==> config.mk <==
export PLATFORM = sky130hd
export DESIGN_NAME = hex_digit_scanner
export DESIGN_NICKNAME = d
export VERILOG_FILES = /design/src/rtl/hex_disp_pkg.sv /design/src/rtl/refresh_divider.sv /design/src/rtl/hex_digit_scanner.sv
export SDC_FILE = /design/constraint.sdc
export NUM_CORES = 1
export LEC_CHECK = 0
export CAP_MARGIN = 20
export CORE_UTILIZATION = 35
export DETAILED_ROUTE_END_ITERATION = 10
export SYNTH_ARGS = -nofsm -noshare
export SYNTH_HDL_FRONTEND = slang
export SYNTH_SLANG_ARGS = --single-unit
==> constraint.sdc <==
create_clock -name clk -period 3.6 [get_ports clk]
set_clock_uncertainty 0.15 [all_clocks]
set_input_delay 1.08 -clock clk [delete_from_list [all_inputs] [get_ports clk]]
set_output_delay 1.08 -clock clk [all_outputs]
set_load 0.02 [all_outputs]
==> src/rtl/hex_disp_pkg.sv <==
// Shared constants and types for the hex display scan path.
package hex_disp_pkg;

  // Per-bit level of a deselected digit; anodes are active-low, so a blank
  // display is all ones.
  localparam logic DIGIT_SEL_OFF = 1'b1;

  // All segments off, for decoders that need a blank code.
  localparam logic [6:0] SEG_BLANK = 7'b1111111;

  localparam int DEF_NUM_DIGITS  = 4;
  localparam int DEF_REFRESH_DIV = 50000;
  localparam int DEF_GUARD       = 2;

  typedef enum logic {
    S_GUARD,
    S_DRIVE
  } scan_state_t;

endpackage

==> src/rtl/refresh_divider.sv <==
// Digit-slot timer: cnt runs 0..REFRESH_DIV-1 and tick marks the last cycle
// of each slot.
module refresh_divider
  import hex_disp_pkg::*;
#(
  parameter int REFRESH_DIV = DEF_REFRESH_DIV
) (
  input  logic                                                  clk,
  input  logic                                                  reset,
  output logic [((REFRESH_DIV > 1) ? $clog2(REFRESH_DIV) : 1)-1:0] cnt,
  output logic                                                  tick
);

  localparam int CW = (REFRESH_DIV > 1) ? $clog2(REFRESH_DIV) : 1;
  localparam logic [CW-1:0] TC = CW'(REFRESH_DIV - 1);

  assign tick = (cnt == TC);

  // Free-running slot counter, wrapping at terminal count.
  always_ff @(posedge clk) begin
    if (reset)      cnt <= '0;
    else if (tick)  cnt <= '0;
    else            cnt <= cnt + CW'(1);
  end

endmodule

==> src/rtl/hex_digit_scanner.sv <==
// Time-multiplexed scan controller feeding a nibble-to-7-segment decoder.
// Values are committed only at frame boundaries; each slot opens with a
// blanked guard gap.
//
// Optional build macro HEX_SCAN_LEADING_ZERO_BLANK_EN: digits above the most
// significant non-zero nibble stay blanked for their whole slot.
//
// state   | meaning
// S_GUARD | start of slot, cnt < GUARD, all digits deselected
// S_DRIVE | rest of slot, selected digit driven
module hex_digit_scanner
  import hex_disp_pkg::*;
#(
  parameter int NUM_DIGITS  = DEF_NUM_DIGITS,
  parameter int REFRESH_DIV = DEF_REFRESH_DIV,
  parameter int GUARD       = DEF_GUARD
) (
  input  logic                    clk,
  input  logic                    reset,
  input  logic [4*NUM_DIGITS-1:0] value_in,
  input  logic                    load,
  output logic [3:0]              nibble,
  output logic [NUM_DIGITS-1:0]   digit_sel,
  output logic                    frame_done
);

  localparam int VW = 4 * NUM_DIGITS;
  localparam int CW = (REFRESH_DIV > 1) ? $clog2(REFRESH_DIV) : 1;
  localparam int IW = $clog2(NUM_DIGITS);
  localparam logic [CW-1:0] TC       = CW'(REFRESH_DIV - 1);
  localparam logic [CW-1:0] GUARD_C  = CW'(GUARD);
  localparam logic [IW-1:0] LAST_IDX = IW'(NUM_DIGITS - 1);
  localparam logic [NUM_DIGITS-1:0] SEL_OFF = {NUM_DIGITS{DIGIT_SEL_OFF}};
  localparam scan_state_t RESET_STATE = (GUARD > 0) ? S_GUARD : S_DRIVE;

  logic [CW-1:0]   cnt;
  logic            tick;
  logic [IW-1:0]   idx;
  logic [VW-1:0]   disp_reg;
  logic [VW-1:0]   pend_reg;
  logic            pend_valid;
  scan_state_t     state;

  logic [CW-1:0]   cnt_nxt;
  logic [IW-1:0]   idx_nxt;
  logic            boundary;
  logic            commit;
  logic [VW-1:0]   disp_nxt;
  logic            show_nxt;
  scan_state_t     state_nxt;
  logic [NUM_DIGITS-1:0] sel_nxt;

  refresh_divider #(
    .REFRESH_DIV (REFRESH_DIV)
  ) u_div (
    .clk   (clk),
    .reset (reset),
    .cnt   (cnt),
    .tick  (tick)
  );

  // Next slot position, mirrored from the divider so the registered pins
  // line up with the (cnt, idx) they describe.
  always_comb begin
    cnt_nxt  = tick ? '0 : cnt + CW'(1);
    idx_nxt  = idx;
    if (tick) idx_nxt = (idx == LAST_IDX) ? '0 : idx + IW'(1);
    boundary = tick && (idx == LAST_IDX);
    commit   = boundary && (load || pend_valid);
    disp_nxt = disp_reg;
    if (boundary) begin
      if (load)            disp_nxt = value_in;
      else if (pend_valid) disp_nxt = pend_reg;
    end
  end

`ifdef HEX_SCAN_LEADING_ZERO_BLANK_EN
  logic [IW-1:0] msd_reg;
  logic [IW-1:0] msd_nxt;

  function automatic logic [IW-1:0] msd_of(input logic [VW-1:0] v);
    logic [IW-1:0] m;
    m = '0;
    for (int i = 0; i < NUM_DIGITS; i++)
      if (v[4*i +: 4] != 4'h0) m = IW'(i);
    return m;
  endfunction

  // Most significant shown digit tracks the committed value.
  always_comb begin
    msd_nxt  = commit ? msd_of(disp_nxt) : msd_reg;
    show_nxt = (idx_nxt <= msd_nxt);
  end

  // msd register is updated together with disp_reg.
  always_ff @(posedge clk) begin
    if (reset) msd_reg <= '0;
    else       msd_reg <= msd_nxt;
  end
`else
  assign show_nxt = 1'b1;
`endif

  // Guard/drive transitions and the digit enable they imply next cycle.
  always_comb begin
    state_nxt = state;
    case (state)
      S_GUARD: if (cnt_nxt == GUARD_C)     state_nxt = S_DRIVE;
      S_DRIVE: if (tick && (GUARD > 0))    state_nxt = S_GUARD;
      default:                             state_nxt = RESET_STATE;
    endcase
    sel_nxt = ((state_nxt == S_DRIVE) && show_nxt)
            ? ~(NUM_DIGITS'(1) << idx_nxt) : SEL_OFF;
  end

  // Scan FSM with registered pin outputs.
  always_ff @(posedge clk) begin
    if (reset) begin
      state      <= RESET_STATE;
      idx        <= '0;
      nibble     <= 4'h0;
      digit_sel  <= SEL_OFF;
      frame_done <= 1'b0;
    end else begin
      state      <= state_nxt;
      idx        <= idx_nxt;
      nibble     <= disp_nxt[4*idx_nxt +: 4];
      digit_sel  <= sel_nxt;
      frame_done <= (idx_nxt == LAST_IDX) && (cnt_nxt == TC);
    end
  end

  // Load capture: off-boundary loads wait in pend_reg, boundary loads bypass it.
  always_ff @(posedge clk) begin
    if (reset) begin
      disp_reg   <= '0;
      pend_reg   <= '0;
      pend_valid <= 1'b0;
    end else begin
      disp_reg <= disp_nxt;
      if (boundary) begin
        pend_valid <= 1'b0;
      end else if (load) begin
        pend_reg   <= value_in;
        pend_valid <= 1'b1;
      end
    end
  end

endmodule

== Word-level counts from Yosys, hierarchy flattened ==
Index checks and enable logic that the tools add are counted.

* Output and inout port bits: 9
* Flip-flop bits (word level): 61

* Eq/ne operators: 5
* Reductions and logical operators: 5
* Bitwise operators: 4
* Shifts and indexed selects: 2
* Mux-type cells: 9
* $add $sub $neg: 2

{| class="wikitable"
|+ Operator list
! operator !! count
|-
| $mux 16 || 4
|-
| $eq 16x16->1 const B || 2
|-
| $add 16x1->16 const B || 1
|-
| $eq 16x2->1 const B || 1
|-
| $shiftx 16x5->4 || 1
|-
| $eq 2x2->1 const B || 2
|-
| $mux 2 || 2
|-
| $not 4->4 || 1
|-
| $reduce_or 2->1 || 2
|-
| $shl 1x2->4 const A || 1
|-
| $not 1->1 || 3
|-
| $add 2x1->2 const B || 1
|-
| $logic_and 1x1->1 || 2
|-
| $mux 1 || 2
|-
| $pmux 1 s2 || 1
|-
| $reduce_and 2->1 || 1
|}

== Longest topological paths before layout ==
* Depth in word-level cells: 7
* Depth in mapped cells: 9
* Gate-level depth less buffers: 8

== Hierarchy ==
From an unflattened synthesis, not the netlist that was laid out.

* Cell total of the unflattened synthesis: 364
* Area total of the unflattened synthesis: 2991.6 µm²

{| class="wikitable"
|+ Modules (own cells, without submodules)
! module !! area each (µm²) !! times used !! cells an instance
|-
| hex_digit_scanner || 2280.9 || 1 || 283
|-
| refresh_divider || 710.7 || 1 || 81
|}

== Worst setup path before layout ==
Ideal clock, no wire load.

* Path type: register -> register
* Start: reg u_div.cnt[11] (netlist name)
* End: reg nibble[1]
* Required time: 3.317 ns
* Path buffers: 1
* Slack: 1.210 ns
* Clock period less this slack: 2.390 ns
* Arrival: 2.107 ns
* Cell stages (with the launch flop): 9
* Cell sequence: dfxtp_1 -> or3_4 -> nor4_4 -> nand2_1 -> buf_2 -> a22oi_1 -> nand2_1 -> o22ai_1 -> nor4_1

* Word-level cells in the longest chain between the ends: 4
* Elaborated cells between the ends (all ways): 5

{| class="wikitable"
|+ RTL lines
! element !! RTL line !! source
|-
| start, declared || refresh_divider.sv:10 || <nowiki>output logic [((REFRESH_DIV > 1) ? $clog2(REFRESH_DIV) : 1)-1:0] cnt,</nowiki>
|-
| start signal, assigned || refresh_divider.sv:23 || <nowiki>else cnt <= cnt + CW'(1);</nowiki>
|-
| $eq 16x16->1 * || refresh_divider.sv:17 || <nowiki>assign tick = (cnt == TC);</nowiki>
|-
| $logic_and 1x1->1 || hex_digit_scanner.sv:68 || <nowiki>boundary = tick && (idx == LAST_IDX);</nowiki>
|-
| $mux 16 || hex_digit_scanner.sv:71 || <nowiki>if (boundary) begin</nowiki>
|-
| $shiftx 16x5->4 * || hex_digit_scanner.sv:127 || <nowiki>nibble <= disp_nxt[4*idx_nxt +: 4];</nowiki>
|-
| end signal, assigned || hex_digit_scanner.sv:127 ||
|-
| end, declared || hex_digit_scanner.sv:22 || <nowiki>output logic [3:0] nibble,</nowiki>
|}

Every way passes the cells marked *; elsewhere a longest branch is shown, timed or not.
A chain may end at the register's enable or synchronous reset.

== Final worst setup path ==
* Start: reg u_div.cnt[0] (netlist name)
* End: reg nibble[0]

The elaborated chain is that of the path after synthesis.

==> results.cfg <==
[final_layout]
layout-drive-gt1-share_pct = 7.283
area_growth_syn_to_layout_pct = 17.25
final_area_um2 = 3334
diodes = 0
fin_nets = 376

[synth]
synth_cell_type_count = 41
synth.top_cells.by_area = dfxtp_1 43%, nor2_1 6.1%, mux2i_1 5.3%
synth_top_area_share_pct = 42.94
avgSynthCellArea_um2 = 8.671
yosysSeqAreaShare_pct = 42.94
synth_edf_count = 0
netlist_instances = 328
synth.most_common_cell = dfxtp_1
ys_ff_latch = 61
syn_area_um2 = 2844
synth_nets = 351
synthArstFlopShare_pct = 0
synth_ff_type = dfxtp_1
ys_warn_count = 0
synth_top_area_cell = dfxtp_1
synth.top_cells.by_count = 61 x dfxtp_1, 46 x nor2_1, 38 x nand2_1

[worst_setup_path]
startpoint_type = flip-flop
critPathMostFrequentCell = nand2_1
r2r_cells = 8
r2r_setup_slack_ns = 0.76
critPathArrivalTime_ns = 2.88
cp_slowest_stage_delay_ns = 0.44
crit_path_end_kind = flip-flop
crit_path_max_fanout = 14
crit_family = simple AND/OR/NAND/NOR gates
critical_path_class = reg2reg
crit_chain = ha_1 > nand4b_1 > nor4_4 > nand2_1 > a22oi_1 > nand2_1 > o22ai_1 > nor4_1
cp_num_cells = 8
slowest_stage = dfxtp_1
cp_num_buf_inv = 0
required_ns = 3.65

[routing]
wl_per_cell_um = 14.75
via_count = 2454
first_iter_violations = 101
ant_nets = 0
finalWirelength_mm = 6.769
drc_errors = 0
via_per_inst = 5.346
drt-pass1-iter-count = 4

[cts]
cts.sinks = 61
cts_tree = done
numCtsBuffers = 9
cts-root-buf = clkbuf_8
ctsHoldBuffers = 0
htree_levels = 3
ctsResizeCount = 0
clk_path_buf_depth = 2
clk_latency_ns = 0.34
postCtsSetupBuffers = 0
clk_pin_slew_ns = 0.06

[sta]
hold_viol = 0
slew_violations = 0
post-route-period-util_pct = 78.80
worst_pin_slew_ns = 0.5105
min_period_ns = 2.837
fmax_mhz = 352.5
relSlewSlack_pct = 65.97
setup_viol_count_final = 0
rsz0062_at_grt = no
fin_setup_tns_ns = 0
holdWs_ns = 0.3261

[hold_path]
min_path_cells = 2
worstHoldPathType = reg2reg

[floorplan]
dieHeight_um = 92.14
die_area_um2 = 8490
io_pins = 28
core_um2 = 7807
start_util_pct = 36.43
die_w_um = 92.14
num_rows = 32

[grt]
grt_pass1_wl_mm = 11.65
overflow = 0
grt_max_degree = 50
antenna_found_initial = 0
grt_pass1_vias = 2468
grt_use_total_pct = 17.80

[placement]
hpwl_mm = 4.736
place.port_buffers = 27
placed_area_um2 = 3176
gp_congestion = 0.8838

[power_and_ir_drop]
powerDensity_nw_per_um2 = 391.2
p_leak_nw = 1.273
ir_drop_uv = 271.9
power_mw = 1.305

[job]
max_cap_viol_count = 0

[outcome]
status = completed
==> layout by cell type (no fill, tap or decap), types with 7 or more instances in the layout <==
| cell type | Yosys | layout |
|---|---|---|
| nand2_1 | 38 | 38 |
| inv_1 | 7 | 7 |
| a22oi_1 | 18 | 18 |
| dfxtp_1 | 61 | 61 |
| nand3_1 | 10 | 10 |
| clkdlybuf4s50_1 | 0 | 27 |
| nor2_1 | 46 | 46 |
| a21oi_1 | 21 | 21 |
| nor3_1 | 8 | 8 |
| xnor2_1 | 7 | 7 |
| clkbuf_8 | 0 | 10 |
| a32oi_1 | 12 | 12 |
| and3_1 | 11 | 11 |
| mux2i_1 | 15 | 15 |
| xor2_1 | 8 | 8 |
==> report_power, final <==
group | total [mW] | switching (mW) | internal [mW]
logic | 0.0870 | 0.0446 | 0.0424
clock network | 0.513 | 0.250 | 0.263
registers | 0.704 | 0.0125 | 0.692
==> cell type report <==
class,count,area [um^2]
clock inverter,2,10.01
multi-input combinational,242,1493
fill,797,4473
clock buffer,13,148.9
sequential,61,1221
tap,102,127.6
inverter,7,26.28
timing repair buffer,32,307.8
==> per-stage QoR <==
stage          utilization (%)  worst slack [ns]  cells
5_1_grt                  42.71            0.5222    459
6_report                 42.71            0.7632    459
3_5_place_dp             40.67            0.5429    444
2_1_floorplan                -             1.210    328
4_1_cts                  42.71            0.7777    459
3_3_place_gp             40.67            0.5506    444
==> worst reg2reg max path: stages, from the launching register on <==
cell	delay [ns]
dfxtp_1	0.44
ha_1	0.33
nand4b_1	0.19
nor4_4	0.37
nand2_1	0.43
a22oi_1	0.34
nand2_1	0.09
o22ai_1	0.26
nor4_1	0.10
==> layer usage <==
layer / up-vias / global-route usage (%) / part of all wire (%)
met5: - / 0 / 0
met4: 0 / 8.984 / 2.1
met3: 13 / 4.892 / 4.0
met2: 59 / 29.48 / 49
met1: 1160 / 21.03 / 45
li1: 1222 / - / -
==> cells by family (layout without fill, tap and decap cells) <==
family                     Yosys count  after routing  share of synthesized area [%]
and+or+nand+nor                    140            140                          24.02
buffers and inverters               25             54                          4.575
muxes                               18             18                          6.599
DFF                                 61             61                          42.94
AOI/OAI and AO/OA                   65             65                          15.49
adders and majority gates            4              4                          1.760
xor gates and xnor gates            15             15                          4.620
==> worst paths after layout <==
| path | start | to |
|---|---|---|
| min | pend_reg[1] | pend_reg[1] |
| max | u_div.cnt[0] | nibble[0] |
| max reg2reg | u_div.cnt[0] | nibble[0] |
| min reg2reg | pend_reg[1] | pend_reg[1] |
No activity file was read; power rests on OpenSTA's default activity.
